**src/rtl/mem_port_arbiter_if.sv**
```systemverilog
// ---------------------------------------------------------------------------
// mem_port_arbiter_if
//   Bundles the fetch port, the load/store data port, the shared memory port
//   and the busy status of mem_port_arbiter into one interface.
//
//   Fetch port : if_req, if_addr            -> arbiter
//                if_gnt, if_valid, if_rdata <- arbiter
//   Data port  : d_req, d_we, d_addr, d_wdata -> arbiter
//                d_gnt, d_valid, d_rdata      <- arbiter
//   Memory     : mem_req, mem_we, mem_addr, mem_wdata <- arbiter
//                mem_ready, mem_rdata                 -> arbiter
//   Status     : busy <- arbiter
//
//   modport slave  : the arbiter's view
//   modport master : the environment's view (CPU ports plus memory model)
// ---------------------------------------------------------------------------
interface mem_port_arbiter_if #(
  parameter int ADDR_W = 32,
  parameter int DATA_W = 32
);

  logic              if_req;
  logic [ADDR_W-1:0] if_addr;
  logic              if_gnt;
  logic              if_valid;
  logic [DATA_W-1:0] if_rdata;

  logic              d_req;
  logic              d_we;
  logic [ADDR_W-1:0] d_addr;
  logic [DATA_W-1:0] d_wdata;
  logic              d_gnt;
  logic              d_valid;
  logic [DATA_W-1:0] d_rdata;

  logic              mem_req;
  logic              mem_we;
  logic [ADDR_W-1:0] mem_addr;
  logic [DATA_W-1:0] mem_wdata;
  logic              mem_ready;
  logic [DATA_W-1:0] mem_rdata;

  logic              busy;

  modport slave (
    input  if_req, if_addr,
    output if_gnt, if_valid, if_rdata,
    input  d_req, d_we, d_addr, d_wdata,
    output d_gnt, d_valid, d_rdata,
    output mem_req, mem_we, mem_addr, mem_wdata,
    input  mem_ready, mem_rdata,
    output busy
  );

  modport master (
    output if_req, if_addr,
    input  if_gnt, if_valid, if_rdata,
    output d_req, d_we, d_addr, d_wdata,
    input  d_gnt, d_valid, d_rdata,
    input  mem_req, mem_we, mem_addr, mem_wdata,
    output mem_ready, mem_rdata,
    input  busy
  );

endinterface

```
**src/rtl/mem_port_arbiter.sv**
```systemverilog
// ---------------------------------------------------------------------------
// mem_port_arbiter
//   Shares one single-ported instruction/data memory between the CPU fetch
//   port and the load/store data port, one transaction at a time. The data
//   port normally wins; a wait counter guarantees that fetch is granted after
//   MAX_WAIT data grants taken while fetch was waiting.
//
//   Ports:
//     clk    : single clock, everything on the rising edge
//     reset  : synchronous, active-high; aborts any transaction in flight
//     bus    : mem_port_arbiter_if.slave (fetch port, data port, memory, busy)
//
//   Parameters:
//     ADDR_W   : address width of both ports and the memory
//     DATA_W   : data width
//     MAX_WAIT : data grants allowed while fetch waits (>= 1)
// ---------------------------------------------------------------------------
module mem_port_arbiter #(
  parameter int ADDR_W   = 32,
  parameter int DATA_W   = 32,
  parameter int MAX_WAIT = 4
) (
  input  logic                   clk,
  input  logic                   reset,
  mem_port_arbiter_if.slave      bus
);

  localparam int WC_W = $clog2(MAX_WAIT + 1);
  localparam logic [WC_W-1:0] MAX_CNT = WC_W'(MAX_WAIT);

  typedef enum logic [1:0] {
    IDLE    = 2'd0,
    BUSY_IF = 2'd1,
    BUSY_D  = 2'd2
  } state_t;

  state_t          state;
  logic [WC_W-1:0] wait_cnt;

  // Fetch wins only when it is the sole requester, or when it has already
  // watched MAX_WAIT data grants go by.
  logic grant_if;
  logic grant_d;

  always_comb begin
    grant_if = 1'b0;
    grant_d  = 1'b0;
    if (bus.if_req && (!bus.d_req || (wait_cnt == MAX_CNT))) begin
      grant_if = 1'b1;
    end else if (bus.d_req) begin
      grant_d = 1'b1;
    end
  end

  // Single registered FSM. Grant and valid strobes default low every cycle so
  // they come out as one-cycle pulses. The memory request fields are latched
  // at the granting edge and simply left alone while waiting on mem_ready.
  always_ff @(posedge clk) begin
    if (reset) begin
      state         <= IDLE;
      wait_cnt      <= '0;
      bus.if_gnt    <= 1'b0;
      bus.if_valid  <= 1'b0;
      bus.if_rdata  <= '0;
      bus.d_gnt     <= 1'b0;
      bus.d_valid   <= 1'b0;
      bus.d_rdata   <= '0;
      bus.mem_req   <= 1'b0;
      bus.mem_we    <= 1'b0;
      bus.mem_addr  <= '0;
      bus.mem_wdata <= '0;
      bus.busy      <= 1'b0;
    end else begin
      bus.if_gnt   <= 1'b0;
      bus.d_gnt    <= 1'b0;
      bus.if_valid <= 1'b0;
      bus.d_valid  <= 1'b0;

      case (state)
        IDLE: begin
          if (grant_if) begin
            state         <= BUSY_IF;
            bus.if_gnt    <= 1'b1;
            bus.mem_req   <= 1'b1;
            bus.mem_we    <= 1'b0;
            bus.mem_addr  <= bus.if_addr;
            bus.mem_wdata <= '0;
            bus.busy      <= 1'b1;
            wait_cnt      <= '0;
          end else if (grant_d) begin
            state         <= BUSY_D;
            bus.d_gnt     <= 1'b1;
            bus.mem_req   <= 1'b1;
            bus.mem_we    <= bus.d_we;
            bus.mem_addr  <= bus.d_addr;
            bus.mem_wdata <= bus.d_wdata;
            bus.busy      <= 1'b1;
            // Only a data grant that overtakes a waiting fetch counts.
            if (bus.if_req && (wait_cnt != MAX_CNT)) begin
              wait_cnt <= wait_cnt + WC_W'(1);
            end
          end
        end

        BUSY_IF: begin
          if (bus.mem_ready) begin
            state        <= IDLE;
            bus.mem_req  <= 1'b0;
            bus.busy     <= 1'b0;
            bus.if_valid <= 1'b1;
            bus.if_rdata <= bus.mem_rdata;
          end
        end

        BUSY_D: begin
          if (bus.mem_ready) begin
            state       <= IDLE;
            bus.mem_req <= 1'b0;
            bus.busy    <= 1'b0;
            bus.d_valid <= 1'b1;
            bus.d_rdata <= bus.mem_rdata;
          end
        end

        default: begin
          state       <= IDLE;
          bus.mem_req <= 1'b0;
          bus.busy    <= 1'b0;
        end
      endcase
    end
  end

endmodule
```
**src/flat_wrapper.sv**
```systemverilog
// flat-port wrapper written by rule: the top's interface ports become plain ports
module mem_port_arbiter_flat 
#(
  parameter int ADDR_W   = 32,
  parameter int DATA_W   = 32,
  parameter int MAX_WAIT = 4
)
  (clk, reset, bus_if_req, bus_if_addr, bus_if_gnt, bus_if_valid, bus_if_rdata, bus_d_req, bus_d_we, bus_d_addr, bus_d_wdata, bus_d_gnt, bus_d_valid, bus_d_rdata, bus_mem_req, bus_mem_we, bus_mem_addr, bus_mem_wdata, bus_mem_ready, bus_mem_rdata, bus_busy);
  mem_port_arbiter_if #(.ADDR_W(ADDR_W), .DATA_W(DATA_W)) bus_i ();
  input  logic clk;
  input  logic reset;
  input wire logic [$bits(bus_i.if_req)-1:0] bus_if_req;
  input wire logic [$bits(bus_i.if_addr)-1:0] bus_if_addr;
  output wire logic [$bits(bus_i.if_gnt)-1:0] bus_if_gnt;
  output wire logic [$bits(bus_i.if_valid)-1:0] bus_if_valid;
  output wire logic [$bits(bus_i.if_rdata)-1:0] bus_if_rdata;
  input wire logic [$bits(bus_i.d_req)-1:0] bus_d_req;
  input wire logic [$bits(bus_i.d_we)-1:0] bus_d_we;
  input wire logic [$bits(bus_i.d_addr)-1:0] bus_d_addr;
  input wire logic [$bits(bus_i.d_wdata)-1:0] bus_d_wdata;
  output wire logic [$bits(bus_i.d_gnt)-1:0] bus_d_gnt;
  output wire logic [$bits(bus_i.d_valid)-1:0] bus_d_valid;
  output wire logic [$bits(bus_i.d_rdata)-1:0] bus_d_rdata;
  output wire logic [$bits(bus_i.mem_req)-1:0] bus_mem_req;
  output wire logic [$bits(bus_i.mem_we)-1:0] bus_mem_we;
  output wire logic [$bits(bus_i.mem_addr)-1:0] bus_mem_addr;
  output wire logic [$bits(bus_i.mem_wdata)-1:0] bus_mem_wdata;
  input wire logic [$bits(bus_i.mem_ready)-1:0] bus_mem_ready;
  input wire logic [$bits(bus_i.mem_rdata)-1:0] bus_mem_rdata;
  output wire logic [$bits(bus_i.busy)-1:0] bus_busy;
  assign bus_i.if_req = bus_if_req;
  assign bus_i.if_addr = bus_if_addr;
  assign bus_if_gnt = bus_i.if_gnt;
  assign bus_if_valid = bus_i.if_valid;
  assign bus_if_rdata = bus_i.if_rdata;
  assign bus_i.d_req = bus_d_req;
  assign bus_i.d_we = bus_d_we;
  assign bus_i.d_addr = bus_d_addr;
  assign bus_i.d_wdata = bus_d_wdata;
  assign bus_d_gnt = bus_i.d_gnt;
  assign bus_d_valid = bus_i.d_valid;
  assign bus_d_rdata = bus_i.d_rdata;
  assign bus_mem_req = bus_i.mem_req;
  assign bus_mem_we = bus_i.mem_we;
  assign bus_mem_addr = bus_i.mem_addr;
  assign bus_mem_wdata = bus_i.mem_wdata;
  assign bus_i.mem_ready = bus_mem_ready;
  assign bus_i.mem_rdata = bus_mem_rdata;
  assign bus_busy = bus_i.busy;
  mem_port_arbiter #(.ADDR_W(ADDR_W), .DATA_W(DATA_W), .MAX_WAIT(MAX_WAIT)) u_core (.clk(clk), .reset(reset), .bus(bus_i));
endmodule
```
**config.mk**
```make
export PLATFORM = sky130hd
export DESIGN_NAME = mem_port_arbiter_flat
export DESIGN_NICKNAME = d
export VERILOG_FILES = /design/src/rtl/mem_port_arbiter_if.sv /design/src/rtl/mem_port_arbiter.sv /design/src/flat_wrapper.sv
export SDC_FILE = /design/constraint.sdc
export NUM_CORES = 1
export LEC_CHECK = 0
export CAP_MARGIN = 20
export CORE_MARGIN = 5
export CORE_UTILIZATION = 42
export CTS_BUF_LIST = sky130_fd_sc_hd__clkbuf_8
export CTS_CLUSTER_SIZE = 14
export DETAILED_ROUTE_END_ITERATION = 16
export PLACE_DENSITY = 0.83
export SLEW_MARGIN = 20
export SYNTH_ARGS = -nofsm -noshare
export SYNTH_HDL_FRONTEND = slang
export SYNTH_SLANG_ARGS = --single-unit
```
**constraint.sdc**
```tcl
create_clock -name clk -period 1.6 [get_ports clk]
set_input_delay 0.32 -clock clk [delete_from_list [all_inputs] [get_ports clk]]
set_output_delay 0.32 -clock clk [all_outputs]
set_load 0.01 [all_outputs]
```
==> impl_metrics.toml, run 1 <==
[worst_hold_path]
hp-class = "primary input to register"

[cts]
clock-sinks = 139
clkLatencyLatePin_ps = 440
clk_pin_slew_ps = 80
clockBufferDepth = 2
root_buffer = "clkbuf_8"
h-tree-depth = 4
cts_buffers = 17
cts_hold_buf = 0
tritoncts = "done"

[yosys]
synth_edf_count = 0
synth.distinct_cells = 26
synth_area_sq_um = 5448
synth_top_area_share_pct = 51.08
netlist_instances = 671
avgSynthCellArea_sq_um = 8.119
yosysTopAreaCell = "dfxtp_1"
yosys_register_bits = 139
ys_seq_area_share_pct = 51.08
ys_top_cells_by_area = "dfxtp_1 (51%), nand2_1 (12%), a21oi_1 (9.5%)"
yosysWarnings = 0
synth_flop_cell = "dfxtp_1"
syn_nets = 810
async_reset_ff_share_pct = 0

[final_layout]
final_area_sq_um = 8899
fill_cells = 1089
fin_cells = 1116
drive_gt1_share_pct = 8.475
nets = 1070
antenna_cells = 0
syn_to_final_growth_pct = 63.34
fin_util_pct = 70.23

[run_status]
status = "finished clean"

[worst_setup_path]
arrival_ps = 1930
crit_chain = "clkdlybuf4s50_1 > a21boi_4 > buf_12 > clkbuf_16 > o21ai_0 > a311oi_1"
cp_max_fo = 7
cp-end-kind = "register"
slowest_stage = "clkdlybuf4s50_1"
crit_type = "primary input to register"
crit_required_ps = 1950
cpPeakStageDelay_ps = 600
start_kind = "primary input"

[global_route]
grt_pass1_vias = 5446
grt_max_degree = 64
grt_pass1_wl_microns = 27600
gr-total-overflow = 0
antenna_found_initial = 0
grt.total_usage_pct = 23.13

[routing]
drtAntennaViolNets = 0
drtIter0Drc = 425
vias = 5832
post_drt_via_cell_ratio = 5.226
drc_errors = 0
postRouteWirelength_microns = 19060
drtPass1Iterations = 5
post_drt_wl_per_cell_microns = 17.08

[power_and_ir_drop]
peakVddDrop_v = 0.0007084
p_leak_nw = 3.747
p_per_area_nw_per_um2 = 985.9

[timing]
finalHoldViolCount = 0
max_freq_ghz = 0.6330
maxSlewHeadroom_pct = 74.17
period_needed_ps = 1580
setup_viol = 0
post-route-period-util_pct = 98.73
fin_ws_ps = 20.30
slew_viol_final = 0
rsz0062_at_grt = "true"
setup_tns_ps = 0
worst_pin_slew_ps = 387.4
fin_worst_skew_ps = 13.91

[place]
placed_area_sq_um = 8449
routabilityCongestion = 0.8340
io_buffers = 268
dp.cells = 1076
place_hpwl_microns = 13100
dp_slack_ps = -276.9

[flow_run]
max_cap_viol_count = 0

[floorplanning]
core_sq_um = 12670
row_count = 41
io_pins = 269
die_y_microns = 123.9
die_w_microns = 123.9
dieArea_sq_um = 15350
initial_core_util_pct = 42.99
-- per-layer routing --
layer	track usage, %	vias up	routed length, microns
met5	0	-	0
met4	12.73	0	848
met3	7.130	58	1413
met2	38.70	219	9426
met1	26.28	2712	7373
li1	-	2843	-
-- logic make-up after synthesis --
family / synth area share (%)
DFF: 51.08
AOI/OAI and AO/OA: 23.22
and+or+nand+nor: 18.44
buffers and inverters: 6.109
adders and majority gates: 1.148
-- report_power, final --
group          switching, mW  leakage (nW)  internal (mW)
sequential             0.118          1.14           3.71
clock                   1.35         0.224           1.77
combinational          0.908          2.39          0.923
-- placed cells by master, fill, tap and decap left out, drive strengths merged, types with 2 or more instances in the layout --
cell type      Yosys  layout
a21oi            103     103
a311oi            32      32
and2               2       2
buf               34      36
bufinv             0       4
clkbuf            32      23
clkdlybuf4s50      0     132
clkinv             0       6
clkinvlp           0       2
dfxtp            139     139
dlygate4sd2        0     135
ha                 5       5
inv                5       6
nand2            169     169
nand3             32      32
nand4              2       2
nor2              34      34
nor3b              3       3
o211ai            34      34
o21ai             37      37
or3                2       2
-- per-stage QoR --
stage | hold WS [ps] | power (mW)
floorplan | 448.6 | 4.714
global placement | 441.1 | 5.806
detailed placement | 445.5 | 5.840
CTS | 270.3 | 8.747
global route | 297.3 | 9.169
finish | 300.7 | 8.773
-- timing repair --
item / 4_1_cts / 5_1_grt
setup endpoints to repair: 135 / 39
cloned: 0 / 5
gates resized for setup: 135 / 16
pin swaps: 0 / 8
setup buffers: 0 / 3
-- critical path: cells and delay by family --
kind	cells	cell delay, ps
buf+inv	3	920
compound gates	3	680
-- cell usage after synthesis (2+ instances only) --
cell type  instances
a21oi_1          103
a311oi_1          32
and2_1             2
buf_1              3
buf_2             23
buf_4              6
buf_6              2
clkbuf_1          32
dfxtp_1          139
ha_1               5
inv_1              5
nand2_1          169
nand3_1           32
nand4_1            2
nor2_1            34
nor3b_1            3
o211ai_1          34
o21ai_0           34
o21ai_1            3
or3_1              2
-- area by class of cell --
class                      count  area [sq um]  area share (%)
tap                          172         215.2           2.418
multi-input combinational    461          2370           26.63
timing repair buffer         307          3073           34.53
sequential                   139          2785           31.30
clock buffer                  19         261.5           2.939
inverter                       5         18.77          0.2109
clock inverter                13         175.2           1.969
-- flip-flops by register name (all words and copies together) (netlist names) --
| name | cells |
|---|---|
| u_core.bus.d_gnt | 1 |
| u_core.bus.d_rdata | 32 |
| u_core.bus.d_valid | 1 |
| u_core.bus.if_gnt | 1 |
| u_core.bus.if_rdata | 32 |
| u_core.bus.if_valid | 1 |
| u_core.bus.mem_addr | 32 |
| u_core.bus.mem_req | 1 |
| u_core.bus.mem_wdata | 32 |
| u_core.bus.mem_we | 1 |
| u_core.state | 2 |
| u_core.wait_cnt | 3 |
-- path summary, 6_finish.rpt --
check / start / end / slack (ps) / cells past startpoint
min reg2reg: u_core.bus.mem_wdata[19]$_SDFFE_PP0P_ / u_core.bus.mem_wdata[19]$_SDFFE_PP0P_ / 450 / 2
max reg2reg: u_core.wait_cnt[1]$_SDFFE_PP0P_ / u_core.bus.mem_addr[22]$_SDFFE_PP0P_ / 30 / 7
min: reset / u_core.bus.if_rdata[6]$_SDFFE_PP0P_ / 300 / 2
max: bus_d_req / u_core.bus.mem_addr[22]$_SDFFE_PP0P_ / 20 / 6
No activity file was read; power rests on OpenSTA's default activity.
==> run 2, diff against run 1 <==
Settings changed: CELL_PAD_IN_SITES_DETAIL_PLACEMENT from default to 0, CELL_PAD_IN_SITES_GLOBAL_PLACEMENT from default to 2, CORE_UTILIZATION 42 to 22, PLACE_DENSITY 0.83 to default, PLACE_DENSITY_LB_ADDON from default to 0.1, SLEW_MARGIN 20 to 10.
==> run 2 against run 1 <==
Compared with the run above: die area grew 82%; sequential share of layout area shrank 1.2 points; critical path depth is the same; critical endpoint is now u_core.bus.mem_addr[19]$_SDFFE_PP0P_.
==> impl_metrics.toml, run 2 (synthesized netlist as in run 1, its figures left out) <==
[cts]
cts_buffers = 17
clk_pin_slew_ps = 100
clockBufferDepth = 2
root_buffer = "clkbuf_8"
clkLatencyLatePin_ps = 450
tritoncts = "done"
h-tree-depth = 4
clock-sinks = 139
cts_hold_buf = 0

[flow_run]
max_cap_viol_count = 0

[global_route]
grt_max_degree = 54
grt.total_usage_pct = 14.99
antenna_found_initial = 0
grt_pass1_vias = 6032
grt_pass1_wl_microns = 33860
gr-total-overflow = 0

[run_status]
status = "finished clean"

[final_layout]
antenna_cells = 0
nets = 1079
layout_commonest_cell = "nand2_1"
drive_gt1_share_pct = 9.864
final_area_sq_um = 9250
syn_to_final_growth_pct = 69.80
register_area_sq_um = 2786
multiInputGateArea_sq_um = 2390
final_cell_mix = "nand2_1 (169), dfxtp_1 (136), dlygate4sd2_1 (135), clkdlybuf4s50_1 (132), a21oi_1 (103)"
fill_cells = 2536

[floorplanning]
row_count = 57
dieArea_sq_um = 28010
io_pins = 269
die_w_microns = 167.4
die_y_microns = 167.4
initial_core_util_pct = 22.40
core_sq_um = 24320

[timing]
post-route-period-util_pct = 95.86
maxSlewHeadroom_pct = 78.59
worst_pin_slew_ps = 320.5
setup_viol = 0
whs_ps = 250.3
finalHoldViolCount = 0
max_freq_ghz = 0.6520
period_needed_ps = 1534
rsz0062_at_grt = "true"
slew_viol_final = 0
fin_worst_skew_ps = 19.33

[worst_setup_path]
slowest_stage = "dfxtp_2"
cp_max_fo = 21
crit_required_ps = 1950
arrival_ps = 1880
crit_chain = "inv_2 > ha_4 > a21boi_4 > buf_6 > o21ai_0 > a311oi_1"
crit_type = "register to register"
start_kind = "register"
cp-end-kind = "register"
cpPeakStageDelay_ps = 350

[place]
placed_area_sq_um = 8766
routabilityCongestion = 0.7502
io_buffers = 268
place_hpwl_microns = 15130

[routing]
drtAntennaViolNets = 0
vias = 5839
post_drt_wl_per_cell_microns = 17.31
post_drt_via_cell_ratio = 4.572
drc_errors = 0
postRouteWirelength_microns = 22100
drtPass1Iterations = 5
drtIter0Drc = 285

[worst_hold_path]
hp-class = "primary input to register"

[power_and_ir_drop]
p_leak_nw = 3.825
peakVddDrop_v = 0.0003950
p_per_area_nw_per_um2 = 951.9
-- run 2: critical path: cells and delay by family (launching register included) --
kind | cells | cell delay (ps)
buffers and inverters | 2 | 290
flip-flops | 1 | 350
AO/OA/AOI/OAI | 3 | 640
adder cells (fa/ha/maj) | 1 | 170
-- run 2: layout make-up --
type                    instances  share of cell area (%)
clock buffers                  17                   2.529
clock inverters                15                   1.961
inverters                       5                  0.2029
multi-input cells             461                   25.84
flip-flops and latches        139                   30.12
well taps                     324                   4.383
repair buffers                316                   34.97
-- run 2: where the power goes --
part	switching (mW)	internal, mW
Sequential	0.131	3.71
Clock	1.65	1.33
Combinational	0.971	1.01
-- run 2: timing repair --
| action | CTS | global route |
|---|---|---|
| cloned | 2 | 3 |
| pin swaps | 3 | 5 |
| endpoints found under the hold margin | 0 | 0 |
| gates resized for setup | 141 | 10 |
| setup endpoints to repair | 146 | 45 |
| buffers inserted | 2 | 6 |
-- run 2: layer usage --
metal / vias to the layer above / wire (microns) / share of wire (%) / global-route usage [%]
met3: 43 / 1650 / 7.5 / 4.550
met4: 0 / 641 / 2.9 / 6.316
li1: 2868 / - / - / -
met5: - / 0 / 0 / 0
met2: 237 / 10090 / 46 / 23.63
met1: 2691 / 9727 / 44 / 19.09
-- run 2: stage by stage --
| step | power (mW) | setup TNS (ps) | setup WS (ps) | util (%) | instances |
|---|---|---|---|---|---|
| floorplan | 4.714 | 0 | 157.7 | - | 671 |
| global placement | 5.918 | -11270 | -222.0 | 36.04 | 1233 |
| detailed placement | 5.939 | -16440 | -370.6 | 36.04 | 1233 |
| CTS | 8.838 | 0 | 0.2660 | 37.42 | 1269 |
| global route | 9.289 | -261.8 | -36.27 | 38.04 | 1277 |
| finish | 8.805 | 0 | 66.21 | 38.04 | 1277 |
-- run 2: worst paths after layout --
| kind | slack [ps] | startpoint | cells after the start | end |
|---|---|---|---|---|
| worst max register to register | 70 | u_core.wait_cnt[0]$_SDFFE_PP0P_ | 6 | u_core.bus.mem_addr[19]$_SDFFE_PP0P_ |
| worst min register to register | 450 | u_core.bus.mem_wdata[31]$_SDFFE_PP0P_ | 2 | u_core.bus.mem_wdata[31]$_SDFFE_PP0P_ |
| worst min-delay path | 250 | reset | 2 | u_core.bus.mem_wdata[26]$_SDFFE_PP0P_ |
| worst max-delay path | 70 | u_core.wait_cnt[0]$_SDFFE_PP0P_ | 6 | u_core.bus.mem_addr[19]$_SDFFE_PP0P_ |
==> run 3, diff against run 2 <==
Settings changed: CELL_PAD_IN_SITES_DETAIL_PLACEMENT 0 to 1, HOLD_SLACK_MARGIN from default to 0.08.
==> run 3 against run 2 <==
Compared with the run above: wire length up 6.4%; via count rose by 0.91%; non-clock buffer count down 1; die area unchanged; combinational power is essentially flat; first-iteration DRC count shrank 7.4%; flip-flop and latch count is the same; clock power hardly changed; global-route usage grew 1.0 points; setup slack improved by 13 ps; critical path depth is 2 higher; critical path type unchanged.
==> impl_metrics.toml, run 3 (synthesized netlist as in run 1, its figures left out) <==
[worst_setup_path]
arrival_ps = 1890
crit_type = "register to register"
cp-end-kind = "register"
start_kind = "register"
reg2reg_depth = 8
cp_max_fo = 11
crit_required_ps = 1970

[cts]
clkLatencyLatePin_ps = 450
h-tree-depth = 4
cts_hold_buf = 0
clock-sinks = 139
cts_buffers = 17
clockBufferDepth = 2
tritoncts = "done"
root_buffer = "clkbuf_8"
clk_pin_slew_ps = 90

[final_layout]
fill_cells = 2860
drive_gt1_share_pct = 9.884
antenna_cells = 0
final_area_sq_um = 9263
fin_util_pct = 38.09
nets = 1078
final_cell_mix = "nand2_1 (169), dfxtp_1 (136), dlygate4sd2_1 (135), clkdlybuf4s50_1 (132), a21oi_1 (103)"
syn_to_final_growth_pct = 70.03
layout_commonest_cell = "nand2_1"
fin_cells = 1275

[power_and_ir_drop]
p_per_area_nw_per_um2 = 952.1
peakVddDrop_v = 0.0003738
p_leak_nw = 3.816

[timing]
setup_viol = 0
maxSlewHeadroom_pct = 78.70
slew_viol_final = 0
worst_pin_slew_ps = 319.6
rsz0062_at_grt = "true"
max_freq_ghz = 0.6575
post-route-period-util_pct = 95.06
period_needed_ps = 1521
fin_worst_skew_ps = 20.68
finalHoldViolCount = 0
setup_tns_ps = 0

[place]
routabilityCongestion = 0.7502
placed_area_sq_um = 8766
place_hpwl_microns = 16460
dp.cells = 1233
io_buffers = 268

[floorplanning]
initial_core_util_pct = 22.40
dieArea_sq_um = 28010
io_pins = 269
die_y_microns = 167.4
row_count = 57
die_w_microns = 167.4
core_sq_um = 24320

[worst_hold_path]
hp-class = "primary input to register"
holdPathStages = 2

[routing]
drtPass1Iterations = 4
vias = 5892
drtIter0Drc = 264
post_drt_wl_per_cell_microns = 18.45
post_drt_via_cell_ratio = 4.621
drtAntennaViolNets = 0
drc_errors = 0
postRouteWirelength_microns = 23520

[global_route]
antenna_found_initial = 0
grt_max_degree = 54
grt_pass1_wl_microns = 35990
grt_pass1_vias = 6391
grt.total_usage_pct = 16.02
gr-total-overflow = 0

[flow_run]
max_cap_viol_count = 0

[run_status]
status = "finished clean"
[run 3: cell types whose count changed in the layout (fill, tap and decap cells not counted), sizes merged]
cell      before  now
buf           45   43
bufinv         1    2
clkinv         7    3
clkbuf        20   21
clkinvlp       0    3
inv           12   11
[run 3: worst paths after layout]
kind              slack (ps)                           startpoint                                    end
setup / recovery          80      u_core.wait_cnt[0]$_SDFFE_PP0P_  u_core.bus.mem_wdata[20]$_SDFFE_PP0P_
hold / removal           270                                reset  u_core.bus.mem_wdata[23]$_SDFFE_PP0P_
setup reg to reg          80      u_core.wait_cnt[0]$_SDFFE_PP0P_  u_core.bus.mem_wdata[20]$_SDFFE_PP0P_
hold reg to reg          450  u_core.bus.d_rdata[29]$_SDFFE_PP0P_    u_core.bus.d_rdata[29]$_SDFFE_PP0P_
[run 3: report_power, final]
group          switching [mW]  total [mW]  leakage (nW)  internal [mW]
combinational           0.994        2.01          2.49           1.02
sequential              0.133        3.84          1.14           3.71
clock                    1.55        2.97         0.193           1.42
[run 3: area by class of cell]
cell class              count  area (sq um)  area share (%)
flip-flops and latches    139          2786           30.08
repair buffers            315          3253           35.12
inverters                   5         18.77          0.2026
clock buffers              17         234.0           2.526
multi-input cells         461          2402           25.94
well taps                 324         405.4           4.377
clock inverters            14         162.7           1.756
[run 3: stage by stage]
step / total power, mW / worst slack, ps / hold slack (ps)
after floorplan: 4.714 / 157.7 / 448.6
after global placement: 5.918 / -222.0 / 441.9
after detailed placement: 5.974 / -363.0 / 449.8
after CTS: 8.914 / 6.816 / 229.8
after global routing: 9.336 / -17.68 / 248.5
final: 8.819 / 79.03 / 274.8
[run 3: timing repair]
action,in CTS,in global routing
pin swaps,1,8
gates cloned,2,4
setup buffers,1,4
gates resized for setup,143,13
setup endpoints to repair,161,42
[run 3: routing by layer]
layer / part of all wire, % / up-vias / wire length (microns) / GRT usage [%]
met5: 0 / - / 0 / 0
met4: 2.2 / 0 / 515 / 5.716
met3: 6.5 / 33 / 1535 / 4.998
met2: 47 / 186 / 11050 / 26.17
met1: 44 / 2813 / 10420 / 19.99
li1: - / 2860 / - / -
[run 3: critical path, cell delays in order, from the launching register on]
cell	delay, ps
dfxtp_2	360
inv_2	50
ha_4	170
a21boi_4	200
buf_12	160
clkbuf_16	150
buf_12	120
o211ai_1	90
a21oi_1	150
